===== config.mk =====
export PLATFORM = sky130hd
export DESIGN_NAME = regfile_serial_sequenced
export DESIGN_NICKNAME = d
export VERILOG_FILES = /design/src/rtl/regfile_pkg.sv /design/src/rtl/serial_operand_select.sv /design/src/rtl/regfile_serial_sequenced.sv
export SDC_FILE = /design/constraint.sdc
export NUM_CORES = 1
export LEC_CHECK = 0
export BUFFER_PORTS_ARGS = -buffer_cell sky130_fd_sc_hd__buf_2
export CORE_AREA = 3 3 104 106
export DETAILED_ROUTE_END_ITERATION = 8
export DIE_AREA = 0 0 107 109
export PLACE_DENSITY_LB_ADDON = 0.25
export SETUP_SLACK_MARGIN = 0.2
export SYNTH_ARGS = -nofsm -noshare
export SYNTH_HDL_FRONTEND = slang
export SYNTH_SLANG_ARGS = --single-unit

===== constraint.sdc =====
create_clock -name clk -period 2.9 [get_ports clk]
set_input_delay 0.29 -clock clk [delete_from_list [all_inputs] [get_ports clk]]
set_output_delay 0.29 -clock clk [all_outputs]
set_load 0.03 [all_outputs]

===== src/rtl/regfile_pkg.sv =====
// Shared encodings for the bit-serial register file: shift modes and sequencer states.
package regfile_pkg;

    typedef enum logic [1:0] {
        SH_PASS = 2'b00,
        SH_SLL  = 2'b01,
        SH_SRL  = 2'b10,
        SH_SRA  = 2'b11
    } shift_mode_e;

    typedef enum logic [1:0] {
        ST_IDLE  = 2'b00,
        ST_SHIFT = 2'b01,
        ST_DONE  = 2'b10
    } state_e;

endpackage


===== src/rtl/serial_operand_select.sv =====
// Picks one bit of a snapshotted operand for the current serial step, applying
// SLL/SRL/SRA as index arithmetic instead of a barrel shifter.
module serial_operand_select
    import regfile_pkg::*;
#(
    parameter  int WIDTH = 8,
    localparam int BW    = $clog2(WIDTH)
) (
    input  logic [WIDTH-1:0] op,
    input  shift_mode_e      mode,
    input  logic [BW-1:0]    shamt,
    input  logic [BW-1:0]    bit_index,
    output logic             bit_out
);

    localparam logic [BW:0] W_EXT = (BW + 1)'(WIDTH);

    // One extra bit so i+s and i-s can be range-checked without wrapping.
    logic [BW:0] idx_ext;
    logic [BW:0] sh_ext;
    logic [BW:0] sum;
    logic [BW:0] diff;

    always_comb begin
        // NOTE: every output gets a default first so no path leaves it unassigned (no latch).
        bit_out = 1'b0;
        idx_ext = {1'b0, bit_index};
        sh_ext  = {1'b0, shamt};
        sum     = idx_ext + sh_ext;
        diff    = idx_ext - sh_ext;
        case (mode)
            SH_PASS: bit_out = op[bit_index];
            SH_SLL:  bit_out = (idx_ext >= sh_ext) ? op[diff[BW-1:0]] : 1'b0;
            SH_SRL:  bit_out = (sum < W_EXT) ? op[sum[BW-1:0]] : 1'b0;
            SH_SRA:  bit_out = (sum < W_EXT) ? op[sum[BW-1:0]] : op[WIDTH-1];
            default: bit_out = 1'b0;
        endcase
    end

endmodule


===== src/rtl/regfile_serial_sequenced.sv =====
// Bit-serial register file: snapshots two operands on start, streams them LSB-first
// to the serial ALU, assembles the returned bits and commits them to rd in one write.
module regfile_serial_sequenced
    import regfile_pkg::*;
#(
    parameter  int REG_WIDTH = 8,
    parameter  int REG_COUNT = 8,
    localparam int AW        = $clog2(REG_COUNT),
    localparam int BW        = $clog2(REG_WIDTH)
) (
    input  logic                 clk,
    input  logic                 rst,
    input  logic                 start,
    input  logic [AW-1:0]        rs1_addr,
    input  logic [AW-1:0]        rs2_addr,
    input  logic [AW-1:0]        rd_addr,
    input  logic [1:0]           shift_mode,
    input  logic [BW-1:0]        shamt,
    input  logic                 wb_en,
    input  logic                 rd_bit_in,
    input  logic                 par_we,
    input  logic [AW-1:0]        par_addr,
    input  logic [REG_WIDTH-1:0] par_wdata,
    output logic                 busy,
    output logic                 done,
    output logic [BW-1:0]        bit_index,
    output logic                 rs1_bit,
    output logic                 rs2_bit,
    output logic [REG_WIDTH-1:0] rs1_parallel
);

    localparam logic [BW-1:0] LAST_BIT = BW'(REG_WIDTH - 1);

    state_e               state;
    logic [REG_WIDTH-1:0] regs [REG_COUNT];
    logic [REG_WIDTH-1:0] op1;
    logic [REG_WIDTH-1:0] op2;
    logic [REG_WIDTH-1:0] result;
    logic [AW-1:0]        rd_q;
    shift_mode_e          mode_q;
    logic [BW-1:0]        shamt_q;
    logic                 wb_q;
    logic                 rs1_sel;

    always_ff @(posedge clk) begin
        if (rst) begin
            state     <= ST_IDLE;
            busy      <= 1'b0;
            done      <= 1'b0;
            bit_index <= '0;
            op1       <= '0;
            op2       <= '0;
            result    <= '0;
            rd_q      <= '0;
            mode_q    <= SH_PASS;
            shamt_q   <= '0;
            wb_q      <= 1'b0;
            // NOTE: the array is cleared on reset because software relies on all-zero registers.
            for (int i = 0; i < REG_COUNT; i++) begin
                regs[i] <= '0;
            end
        end else begin
            // NOTE: non-blocking writes, so the start snapshot below sees pre-write array values.
            if (par_we && par_addr != '0) begin
                regs[par_addr] <= par_wdata;
            end
            case (state)
                ST_IDLE: begin
                    if (start) begin
                        op1       <= (rs1_addr == '0) ? '0 : regs[rs1_addr];
                        op2       <= (rs2_addr == '0) ? '0 : regs[rs2_addr];
                        rd_q      <= rd_addr;
                        mode_q    <= shift_mode_e'(shift_mode);
                        shamt_q   <= shamt;
                        wb_q      <= wb_en;
                        bit_index <= '0;
                        busy      <= 1'b1;
                        state     <= ST_SHIFT;
                    end
                end
                ST_SHIFT: begin
                    result[bit_index] <= rd_bit_in;
                    if (bit_index == LAST_BIT) begin
                        bit_index <= '0;
                        done      <= 1'b1;
                        state     <= ST_DONE;
                    end else begin
                        bit_index <= bit_index + BW'(1);
                    end
                end
                ST_DONE: begin
                    done  <= 1'b0;
                    busy  <= 1'b0;
                    state <= ST_IDLE;
                    // Placed after the parallel write so the serial commit wins on the same rd.
                    if (wb_q && rd_q != '0) begin
                        regs[rd_q] <= result;
                    end
                end
                default: state <= ST_IDLE;
            endcase
        end
    end

    serial_operand_select #(.WIDTH(REG_WIDTH)) u_rs1_sel (
        .op        (op1),
        .mode      (mode_q),
        .shamt     (shamt_q),
        .bit_index (bit_index),
        .bit_out   (rs1_sel)
    );

    assign rs1_bit      = (state == ST_SHIFT) && rs1_sel;
    assign rs2_bit      = (state == ST_SHIFT) && op2[bit_index];
    assign rs1_parallel = (rs1_addr == '0) ? '0 : regs[rs1_addr];

endmodule

* Yosys cells after proc, flatten, opt, wreduce, memory -nomap -nowiden *
Memory sizes are Yosys's and may differ from the RTL's.
Index checks and enable logic that the tools add are counted.

storage, ports and cells
  register bits after elaboration = 40
  RAM bits = 64
  input port bits = 31
  memories = 1

operators by class
  add/subtract/negate cells = 3
  order comparisons = 6
  eq/ne operators = 8
  muxes and demuxes = 42
  reductions and logical operators = 21

memories
  memory  words  bits a word  read ports  clocked after memory_dff  write ports  RTL line                        source
  regs    8      8            2           0                         8            regfile_serial_sequenced.sv:35  logic [REG_WIDTH-1:0] regs [REG_COUNT];

operators by type and width
  cell                                                                   count
  8-bit two-way mux                                                      4
  1-bit two-way mux                                                      21
  8-bit OR reduction                                                     2
  1-bit binary-select mux with 3-bit select                              4
  3-bit by 4-bit < comparator with 1-bit output, second input constant   3
  3-bit two-way mux                                                      4
  2-bit AND reduction                                                    5
  8-bit bitwise mux                                                      1
  2-bit equality test, second input constant                             3
  3-bit zero test                                                        2
  3-bit one-hot mux with 2 select lines                                  1
  2-bit nonzero test                                                     3
  3-bit nonzero test                                                     2
  1-bit logical AND                                                      5
  3-bit by 3-bit adder with 4-bit output                                 1
  2-bit by 1-bit equality test with 1-bit output, second input constant  2
  2-bit zero test                                                        2
  4-bit < comparator, second input constant                              1
  2-bit two-way mux                                                      2
  2-bit inequality test, second input constant                           2
  1-bit one-hot mux with 2 select lines                                  2
  1-bit one-hot mux with 4 select lines                                  1
  2-bit one-hot mux with 2 select lines                                  1
  3-bit by 1-bit adder with 3-bit output, second input constant          1
  other kinds (5)                                                        5

* Depth between registers and ports, before layout *
  word-level depth = 8
  depth in mapped cells = 9
  mapped depth without buffers = 8

* Hierarchy *
A second synthesis with hierarchy kept.

unflattened totals
  cell total of the unflattened synthesis = 533
  area total of the unflattened synthesis = 5890.6 um^2

by module, submodules not included
  module                    instances  cells an instance  area an instance (um^2)  sequential area each (um^2)
  regfile_serial_sequenced  1          495                5491.5                   2482.4
  serial_operand_select     1          38                 399.1                    0.0

* Worst setup path before layout *
Ideal clock, no wire load.

  kind = register to output
  start = register bit_index[0]
  end = output port rs1_bit
  arrival = 2.741 ns
  data required time = 2.610 ns
  setup slack = -0.131 ns
  cell stages (with the launch flop) = 10
  path buffers = 1
  path through = dfxtp_1 > clkbuf_1 > inv_1 > ha_1 > inv_1 > fa_1 > mux4_2 > mux2i_1 > nor3b_1 > o311a_1

between the ends
  longest elaborated chain between the ends = 6
  elaborated cells between the ends (all ways) = 15

RTL lines
  what                                                                        RTL line                                                                               source
  start: declaration                                                          regfile_serial_sequenced.sv:26                                                         output logic [BW-1:0] bit_index,
  start signal: assignment                                                    regfile_serial_sequenced.sv:88                                                         bit_index <= bit_index + BW'(1);
  3-bit by 3-bit adder with 4-bit output or 3-bit subtractor (tied branches)  serial_operand_select.sv:29, serial_operand_select.sv:30
  1-bit binary-select mux with 3-bit select, on equally long branches         serial_operand_select.sv:34, serial_operand_select.sv:35, serial_operand_select.sv:33
  1-bit two-way mux, on equally long branches                                 serial_operand_select.sv:34, serial_operand_select.sv:35, serial_operand_select.sv:33
  1-bit two-way mux, on equally long branches                                 serial_operand_select.sv:35, serial_operand_select.sv:33, serial_operand_select.sv:34
  1-bit one-hot mux with 4 select lines (*)                                   serial_operand_select.sv:31                                                            case (mode)
  1-bit logical AND (*)                                                       regfile_serial_sequenced.sv:113                                                        assign rs1_bit = (state == ST_SHIFT) && rs1_sel;
  end: declaration                                                            regfile_serial_sequenced.sv:27                                                         output logic rs1_bit,

Every way passes the cells marked *; elsewhere a longest branch is shown, timed or not. The select of a mux whose other input is x is not followed.

* Worst setup path after layout *
Same ends and word-level chain as after synthesis.

==> reports/metrics.cfg <==
[run_status]
status = complete, but fails checks
violations = negative setup slack

[synthesis]
ys_warn_count = 0
syn-num-nets = 556
synth_area_leaders = edfxtp_1 31%, dfxtp_1 15%, mux4_2 9.2%, a22o_1 6.5%, nand2_1 6.3%
async_flop_share = 0
synth_edf_count = 56
yosysSeqAreaShare = 0.460
synthCells = 515
ys_ff_latch = 96
yosys.area.top_type = edfxtp_1
netlist_area_um2 = 5400
yosysUniqueCellTypes = 43
syn_area_per_cell_um2 = 10.5
synthDominantCellAreaShare = 0.311
synth_ff_type = edfxtp_1

[power]
p_leak_nw = 2.15
switching_share = 0.267
peakVddDrop_v = 0.000253
pwr-share-seq = 0.528
p_clk_frac = 0.336
p_int_mw = 2.18
p_comb_frac = 0.136
p_switching_mw = 0.795
powerDensity_nw_per_um2 = 499

[setup_path]
max_stage_delay_ns = 0.57
cpMaxStageDelayCell = fa_2
path_delay_family = multiplexers
cp_max_fo = 2
worstPathArrival_ns = 2.88
cp.required_ns = 2.61
end_kind = output port
path_class = register to output port
critPathLaunchType = register
worst-path-buf-inv = 1
path_cells = ha_4 -> fa_2 -> mux4_2 -> mux2_2 -> or3b_1 -> o311a_4 -> buf_6

[timing]
tightest_slew_ns = 0.949
setup_ws_ns = -0.272
fin_crit_ns = 3.17
setup_viol = 1
maxSlewHeadroom = 0.367
grt_setup_unrepaired = yes
slew_viol_final = 0
final_hold_viol_count = 0
fin_crit_sh = 1.09
fmax_mhz = 315
finClkSkew_ns = 0.00948

[cts]
clkTransAtPathRegs_ns = 0.10
clk-insertion-delay-late_ns = 0.38
clock-sinks = 96
cts-htree-levels = 3
root_buffer = clkbuf_8
cts_tree = built
cts_inserted_buffers = 9
clock_path_buffers = 2

[global_routing]
grt_usage = 0.236
overflow = 0
grt_first_pass_wirelength_um = 21100
first_global_vias = 3949
antenna_found_initial = 0
grt_max_degree = 44

[floorplanning]
die_h_um = 109
io_pins = 46
die_x_um = 107
initial_core_util = 0.547
core_region_area_um2 = 9860
rows = 36
die-area_um2 = 11700

[routing]
drc = 0
vias_per_cell = 6.06
postRouteAntennaNets = 0
vias = 4122
wl_per_cell_um = 19.4
routed_wl_um = 13200
drtIter0Drc = 401
firstDrtPassIters = 5

[layout]
drive_above_1_share = 0.241
area_growth_pct = 10.5
fillers = 796
nets = 583
post-route-util = 0.605
stdcell_count = 680
diodes = 0

[min_path]
min_path_type = primary input to register

[placed_design]
gp_congestion = 0.840
place_inst = 662
portBuffers = 45
dpl.hpwl_um = 10100

[run]
cap_violations = 0

-- what timing repair did --
| action | 4_1_cts | 5_1_grt |
|---|---|---|
| setup endpoints to repair | 1 | 1 |
| gates resized for setup | 3 | 4 |
| hold endpoints to repair | 0 | 0 |
| gates cloned | 0 | 0 |
| buffers inserted | 1 | 1 |
| pin swaps | 2 | 3 |
| hold buffers | 0 | 0 |
-- kinds of logic after synthesis --
kind of cell | after synthesis | synth area share
simple gates | 172 | 0.151
compound gates | 130 | 0.160
flops | 96 | 0.460
buf+inv | 55 | 0.0468
mux | 50 | 0.153
fa+ha+maj | 10 | 0.0260
xor+xnor | 2 | 0.00324
-- worst paths after layout --
check	from	to	slack, ns	cells past startpoint
min	shift_mode[0]	mode_q[0]$_SDFFE_PP0P_	0.15	3
max	bit_index[0]$_SDFFE_PP0P_	rs1_bit	-0.27	7
max reg2reg	state[1]$_SDFFE_PP0P_	regs[1][2]$_DFFE_PP_	0.73	4
min reg2reg	op2[7]$_SDFFE_PP0P_	op2[7]$_SDFFE_PP0P_	0.46	2
-- metrics by stage --
step           power (mW)  setup WS [ns]  area, um2  TNS, ns  hold WS [ns]
6_report             2.98         -0.272       5970   -0.272         0.148
5_1_grt              3.08         -0.327       5970   -0.327         0.160
4_1_cts              2.97         -0.309       5940   -0.309         0.138
3_5_place_dp         2.00         0.0516       5700        0         0.448
3_3_place_gp         1.98         0.0956       5700        0         0.436
2_1_floorplan        1.87          0.201       5440        0         0.426
-- layout make-up --
cell class | count | area (um2) | share of cell area
Sequential cell | 96 | 2490 | 0.417
Timing Repair Buffer | 57 | 325 | 0.0545
Clock inverter | 7 | 104 | 0.0174
Tap cell | 133 | 166 | 0.0279
Multi-Input combinational cell | 364 | 2700 | 0.453
Clock buffer | 9 | 124 | 0.0208
Inverter | 14 | 55.1 | 0.00923
-- power by group through the flow --
stage          clock [mW]  sequential (mW)  combinational, mW
2_1_floorplan           0             1.57              0.297
3_3_place_gp            0             1.59              0.386
3_5_place_dp            0             1.60              0.395
4_1_cts              1.01             1.57              0.400
5_1_grt              1.06             1.58              0.444
6_report             1.00             1.57              0.405
-- metal layers --
layer	vias to the layer above	routed length [um]	track usage
met1	1961	5770	0.326
met4	0	223	0.0922
met5	-	0	0
met3	17	927	0.0355
met2	193	6250	0.379
li1	1951	-	-
-- sequential cells by signal (all words and copies together) (netlist names) --
register,flops
bit_index,3
busy,1
done,1
mode_q,2
op1,8
op2,8
rd_q,3
regs,56
result,8
shamt_q,3
state,2
wb_q,1
-- layout by cell type, fill, tap and decap left out, types with 3 or more instances in the layout --
cell,Yosys,routed
nand2_1,91,91
edfxtp_1,56,56
buf_2,9,44
a22o_1,40,40
dfxtp_1,40,38
o21ai_0,33,33
a21oi_1,33,33
mux4_2,22,24
nor2_1,23,23
mux2_2,16,16
a22oi_1,15,15
inv_1,14,13
buf_4,7,11
mux2i_1,10,10
nand2b_1,10,10
nand3_1,9,9
clkbuf_8,0,9
or3_1,7,7
nor2b_1,6,6
nor3_1,6,6
ha_1,8,6
nor2_2,5,5
nor3_2,4,4
nand3b_1,3,3
-- worst reg2reg max path: stages (launching register included) --
cell,delay [ns]
dfxtp_1,0.47
and4bb_1,0.29
nand2_1,0.14
or3_1,0.56
nand2_1,0.39
-- synth_stat cells, types with 6 or more instances --
library cell  count
buf_4             7
a21oi_1          33
clkbuf_1         22
nand2_1          91
nand2b_1         10
dfxtp_1          40
mux4_2           22
nand3_1           9
nor2b_1           6
buf_2             9
a22oi_1          15
edfxtp_1         56
nor2_1           23
nor3_1            6
or3_1             7
mux2i_1          10
o21ai_0          33
a22o_1           40
mux2_2           16
ha_1              8
inv_1            14
(Power assumes the default switching activity.)
